### config.mk
export PLATFORM = sky130hd
export DESIGN_NAME = alu_operand_seq
export DESIGN_NICKNAME = d
export VERILOG_FILES = /design/src/rtl/alu_seq_pkg.sv /design/src/rtl/alu_operand_seq_key.sv /design/src/rtl/alu_operand_seq.sv
export SDC_FILE = /design/constraint.sdc
export NUM_CORES = 1
export LEC_CHECK = 0
export CAP_MARGIN = 20
export CORE_MARGIN = 2
export CORE_UTILIZATION = 64
export DETAILED_ROUTE_END_ITERATION = 6
export DONT_BUFFER_PORTS = 1
export HOLD_SLACK_MARGIN = 0.15
export PLACE_DENSITY = 0.89
export SLEW_MARGIN = 20
export SYNTH_ARGS = -nofsm -noshare
export SYNTH_HDL_FRONTEND = slang
export SYNTH_SLANG_ARGS = --single-unit
### constraint.sdc
create_clock -name CLOCK_50 -period 3 [get_ports CLOCK_50]
set_input_delay 0.6 -clock CLOCK_50 [delete_from_list [all_inputs] [get_ports CLOCK_50]]
set_output_delay 0.6 -clock CLOCK_50 [all_outputs]
set_load 0.05 [all_outputs]
### src/rtl/alu_seq_pkg.sv
// Shared constants for the ALU operand sequencer and the ALU it feeds.
// State encodings double as the LEDG stage display.
package alu_seq_pkg;

    typedef enum logic [2:0] {
        S_LOAD_A  = 3'd0,
        S_LOAD_B  = 3'd1,
        S_LOAD_OP = 3'd2,
        S_EXEC    = 3'd3,
        S_SHOW    = 3'd4
    } state_t;

    localparam logic [2:0] OP_ADD = 3'b000;
    localparam logic [2:0] OP_SUB = 3'b001;
    localparam logic [2:0] OP_DEC = 3'b010;
    localparam logic [2:0] OP_INC = 3'b011;
    localparam logic [2:0] OP_AND = 3'b100;
    localparam logic [2:0] OP_OR  = 3'b101;
    localparam logic [2:0] OP_NOT = 3'b110;

endpackage

### src/rtl/alu_operand_seq_key.sv
// Pushbutton conditioning: 2-FF sync, optional debounce, falling-edge pulse.
// Debounce filter is built only when ALU_SEQ_DEBOUNCE_EN is defined.
module key_press_pulse #(
    parameter int DEBOUNCE_CYCLES = 500000
) (
    input  logic clk,
    input  logic reset_n,
    input  logic key_n,
    output logic press
);

    logic sync1;
    logic sync2;
    logic level;
    logic level_q;

    always_ff @(posedge clk) begin
        if (!reset_n) begin
            sync1 <= 1'b1;
            sync2 <= 1'b1;
        end else begin
            sync1 <= key_n;
            sync2 <= sync1;
        end
    end

`ifdef ALU_SEQ_DEBOUNCE_EN
    localparam int CW = $clog2(DEBOUNCE_CYCLES + 1);

    logic [CW-1:0] cnt;
    logic          filt;

    // Count consecutive samples that disagree with the filtered level.
    always_ff @(posedge clk) begin
        if (!reset_n) begin
            cnt  <= '0;
            filt <= 1'b1;
        end else if (sync2 == filt) begin
            cnt <= '0;
        end else if (cnt == CW'(DEBOUNCE_CYCLES - 1)) begin
            filt <= sync2;
            cnt  <= '0;
        end else begin
            cnt <= cnt + 1'b1;
        end
    end

    assign level = filt;
`else
    assign level = sync2;
`endif

    always_ff @(posedge clk) begin
        if (!reset_n) begin
            level_q <= 1'b1;
        end else begin
            level_q <= level;
        end
    end

    assign press = level_q & ~level;

endmodule

### src/rtl/alu_operand_seq.sv
// Loads A, B and opcode from switches, fires the ALU, holds the result.
// Build option: ALU_SEQ_DEBOUNCE_EN enables the key debounce filter.
module alu_operand_seq
    import alu_seq_pkg::*;
#(
    parameter int WIDTH           = 8,
    parameter int OPW             = 3,
    parameter int DEBOUNCE_CYCLES = 500000
) (
    input  logic             CLOCK_50,
    input  logic             reset_n,
    input  logic [WIDTH-1:0] sw_data,
    input  logic             key_next_n,
    input  logic [WIDTH-1:0] alu_result,
    input  logic             alu_ovf,
    output logic [WIDTH-1:0] op_a,
    output logic [WIDTH-1:0] op_b,
    output logic [OPW-1:0]   opcode,
    output logic             op_valid,
    output logic [WIDTH-1:0] result,
    output logic             result_ovf,
    output logic [2:0]       stage
);

    state_t state;
    logic   press;

    key_press_pulse #(
        .DEBOUNCE_CYCLES(DEBOUNCE_CYCLES)
    ) u_key (
        .clk    (CLOCK_50),
        .reset_n(reset_n),
        .key_n  (key_next_n),
        .press  (press)
    );

    always_ff @(posedge CLOCK_50) begin
        if (!reset_n) begin
            state      <= S_LOAD_A;
            op_a       <= '0;
            op_b       <= '0;
            opcode     <= '0;
            op_valid   <= 1'b0;
            result     <= '0;
            result_ovf <= 1'b0;
        end else begin
            op_valid <= 1'b0;
            case (state)
                S_LOAD_A: begin
                    if (press) begin
                        op_a  <= sw_data;
                        state <= S_LOAD_B;
                    end
                end
                S_LOAD_B: begin
                    if (press) begin
                        op_b  <= sw_data;
                        state <= S_LOAD_OP;
                    end
                end
                S_LOAD_OP: begin
                    if (press) begin
                        opcode   <= sw_data[OPW-1:0];
                        op_valid <= 1'b1;
                        state    <= S_EXEC;
                    end
                end
                // Any press arriving here is dropped.
                S_EXEC: begin
                    result     <= alu_result;
                    result_ovf <= alu_ovf;
                    state      <= S_SHOW;
                end
                S_SHOW: begin
                    if (press) begin
                        state <= S_LOAD_A;
                    end
                end
                default: begin
                    state <= S_LOAD_A;
                end
            endcase
        end
    end

    assign stage = state;

endmodule

Yosys cells after proc, flatten, opt, wreduce, memory -nomap -nowiden
Cells that the tools add are included.

Bitwise gates (word level): 2. Reductions and logical operators: 6. Equality and inequality tests: 8. Muxes and demuxes: 6.

Operators by type and width (number): case mux 3 bit (5 select lines) (1); two-way mux 3 bit (4); != test 2 bit (second input constant) (4); AND reduction 2 bit (4); equality test 3 x 2 -> 1 bit (second input constant) (2); AND reduction 4 bit (1); equality test 3 x 1 -> 1 bit (second input constant) (1); equality test 3 bit (second input constant) (1); zero test 3 bit (1); bitwise AND 1 bit (1); two-way mux 1 bit (1); NOT 1 bit (1).

Output and inout port bits: 32. Register bits: 35. Logic and storage cells: 32.

Longest topological paths before layout
Depth in word-level cells: 4. Mapped depth: 4. Mapped depth without buffers: 3.

Modules after synthesis
A second synthesis with hierarchy kept.

Cell total of the unflattened synthesis: 134. Area, all modules: 1340.0 um2.

Modules (own cells, without submodules): alu_operand_seq (cells an instance 127, instances 1, area each 1255.0 um2, seq. area each 640.6 um2); key_press_pulse (cells an instance 7, instances 1, area each 85.1 um2, seq. area each 60.1 um2).

Worst setup path after synthesis
OpenSTA, ideal clock, no wires.

Kind: reg-to-reg. From: register state[2], in the netlist stage[2]. To: register result[0]. Period minus slack after synthesis: 1.447 ns. Path slack: 1.553 ns. Data arrival time: 1.319 ns. Path buffers: 1. Library setup time: 0.128 ns. Stages on the path, launching flop included: 5. Path through: dfxtp_1 > nand3b_1 > buf_4 > mux2i_1 > nor2_1.

Longest elaborated chain between the ends: 1.

Ends and longest elaborated chain: start, declared (RTL line alu_operand_seq.sv:25) `state_t state;`; start signal, assigned (RTL line alu_operand_seq.sv:39) `state <= S_LOAD_A;`; start signal, assigned (RTL line alu_operand_seq.sv:52) `state <= S_LOAD_B;`; start signal, assigned (RTL line alu_operand_seq.sv:58) `state <= S_LOAD_OP;`; equality test 3 x 2 -> 1 bit (RTL line alu_operand_seq.sv:48) `case (state)`; end signal, assigned (RTL line alu_operand_seq.sv:70) `result <= alu_result;`; end, declared (RTL line alu_operand_seq.sv:20) `output logic [WIDTH-1:0] result,`.

Every way passes these cells. A chain may end at the register's enable or synchronous reset.

Worst setup path in the final report
From: register state[1], in the netlist stage[1]. To: register result[6].

Same word-level chain as after synthesis.

==> metrics.md <==
| Metric | Value |
|---|---|
| Core Area | between 1500 and 2000 µm² |
| Critical setup path kind | reg -> reg |
| Switching share of total power | 21.40% |
| Sequential Power Share | 59.7% |
| Pwr dens | 613.5 nW/µm² |
| Die footprint | 2389 µm² |
| Vias in the first global route | between 800 and 900 |
| Final net count | roughly 150 |
| Die Y | between 40 and 50 µm |
| Antenna violations before repair | 0 |
| Worst Path Max Fanout | 10 |
| Gate Count Post-Synth | 125 |
| Fmax achieved | around 0.55 GHz |
| Root buffer cell | clkbuf_4 |
| Sequential cell area fraction in the yosys report | 54.37% |
| Yosys reg bits | 35 |
| MaxCap Viol Count | 0 |
| Reg clk slew, reported paths | roughly 90 ps |
| Seq. cell area | roughly 700 µm² |
| CP Data Required Time | 3200 ps |
| Fill cells | roughly 160 |
| Htree depth | 2 |
| Leakage | between 0.6 and 0.7 nW |
| Final instance area | roughly 1400 µm² |
| Layout cells sized above 1 | under 10% |
| Placed wire-length estimate | about 1600 µm |
| # setup viols final | 0 |
| CTS Buf Count | 5 |
| Final wirelength | between 2000 and 2500 µm |
| Total Neg Setup Slack | 0 ps |
| # IOs | 52 |
| Status | finished clean |
| Final Hold Vio Count | 0 |
| CP Launch Type | register |
| Synthesis Warnings | 0 |
| Slew at the pin with the worst max-slew slack | approximately 700 ps |
| Critical path arrival | roughly 2000 ps |
| GP Congestion | 0.6657 |
| Die width | 48.88 µm |
| Commonest non-fill, non-tap cell in the layout | dfxtp_1 |
| CTS tree | yes |
| Via count | 851 |
| Detailed Route Iter0 Violations | 4 |
| Skew final | about 13 ps |
| FP Rows | 16 |
| Vias per std cell | 5.526 |
| Area grow syn2layout | 5.243% |
| Worst rel slew slack | 52.98% |
| # clock sinks | 35 |
| Hold_buf cts | 0 |
| Synthesized net count | between 100 and 150 |
| Most frequent cells in the layout | dfxtp_1 (35), mux2i_1 (29), nand2_1 (27) |
| Cell-internal power | 0.6540 mW |
| Hold_sp | reset_n |
| Syn avg cell area | just over 10 µm² |
| Synth unique cells | 18 |
| Top cells by area, synth | dfxtp_1 (54%), mux2i_1 (23%), nand2_1 (7.9%) |
| Worst-case hold slack | between 300 and 400 ps |
| RSZ-0062 raised after global routing | no |
| Cell Area, Placed | ~1300 µm² |
| Multi-input combinational cell area | between 500 and 600 µm² |
| Worst vdd ir | approximately 0.45 mV |
| Largest net degree at the start of global routing | 32 |
| Max-slew violation count | 0 |
| Worst setup EP type | register |
| Antenna Nets Post-Route | 0 |
| Setup Fix Bufs, Post-CTS | 0 |
| Clk_lat worst skew | between 300 and 400 ps |
| Global-route wire length before repair | ~3800 µm |
| Worst Hold Class | in -> reg |
| Final Critical Period | 1810 ps |
| Input/output buffers | 0 |
| Post-synth top area share | between 50% and 60% |
| Crit path launch | stage[1]$_SDFFE_PN0P_ |
| Starting Density | roughly two thirds |
| Synth area leader | dfxtp_1 |
| Total global-route track usage | between 20% and 30% |
| Post-cts gate resize count | 0 |
| Gr ovfl total | 0 |
| Detailed-router iteration count before antenna repair | 5 |
| Fin crit share | 60.33% |
| Wirelength per Cell | roughly 15 µm |
| P_sw | about 0.18 mW |
| Cell area after synthesis | about 1300 µm² |
| R2r startpoint | stage[1]$_SDFFE_PN0P_ |
| Gate power share | 2.9% |
| # DRC | 0 |
| Clock Power Share | a little under two fifths |
| Antenna cells | 0 |
| Bufs on Longest Clock Path | 2 |
synthesized netlist by cell type:
cell / number
nor3b_4: 1
nand2b_1: 4
nand2_1: 27
mux2i_1: 29
a21oi_1: 2
clkbuf_8: 1
nand3_1: 2
nand3b_1: 1
inv_1: 2
nor2b_1: 1
nor4bb_1: 1
nand2_2: 2
buf_4: 1
dfxtp_1: 35
nor3_1: 2
clkbuf_1: 2
dlygate4sd1_1: 1
nor2_1: 11
worst paths after layout:
kind	to	slack, ps	cells after the start
setup / recovery	result[6]$_SDFFE_PN0N_	1190	3
hold / removal	u_key.sync1$_SDFF_PN1_	350	1
setup reg to reg	result[6]$_SDFFE_PN0N_	1190	3
hold reg to reg	u_key.level$_SDFF_PN1_	430	1
worst max-delay path, cell delays in order (launching register included):
cell and delay (ps):
dfxtp_1 750, nand3b_1 580, mux2i_1 310, nor2_1 60
through the flow:
step / util, % / setup WS [ps] / total power, mW / std cells
6_report: 70.57 / 1190 / 0.8320 / 154
5_1_grt: 70.57 / 1022 / 0.8595 / 154
4_1_cts: 70.57 / 1171 / 0.8388 / 154
3_5_place_dp: 66.86 / 1172 / 0.5324 / 147
3_3_place_gp: 66.86 / 1253 / 0.5306 / 147
2_1_floorplan: - / 1553 / 0.5336 / 125
flip-flops by register name, summed over array words and instances, names as in the netlist, 3 cells and up:
name,count
stage,3
op_b,8
result,8
opcode,3
op_a,8
logic make-up (layout without fill, tap and decap cells):
| kind of cell | after synthesis | count (layout) | share of synthesized area [%] |
|---|---|---|---|
| buffers and inverters | 7 | 9 | 3.496 |
| AO/OA/AOI/OAI | 2 | 2 | 0.7767 |
| AND/OR/NAND/NOR | 52 | 52 | 18.84 |
| multiplexers | 29 | 29 | 22.52 |
| flip-flops | 35 | 35 | 54.37 |
cell type report:
class                      count  area share [%]
clock buffer                   6           3.044
sequential                    35           51.66
inverter                       2          0.5535
multi-input combinational     83           40.04
tap                           27           2.491
clock inverter                 1           2.214
metal layers:
| metal | wire length, µm | share of wire, % | up-vias | global-route usage, % |
|---|---|---|---|---|
| li1 | - | - | 417 | - |
| met1 | 869 | 39 | 384 | 21.00 |
| met2 | 1087 | 49 | 46 | 33.33 |
| met3 | 259 | 12 | 4 | 13.80 |
| met4 | 18 | 0.81 | 0 | 8.095 |
| met5 | 0 | 0 | - | 0 |
power by group through the flow:
stage	Combinational, mW	Sequential [mW]	Clock (mW)
global route	0.0276	0.498	0.334
finish	0.0243	0.497	0.311
CTS	0.0246	0.497	0.317
floorplan	0.0274	0.506	0
detailed placement	0.0246	0.508	0
global placement	0.0232	0.507	0
Power figures use the tool's default switching activity.
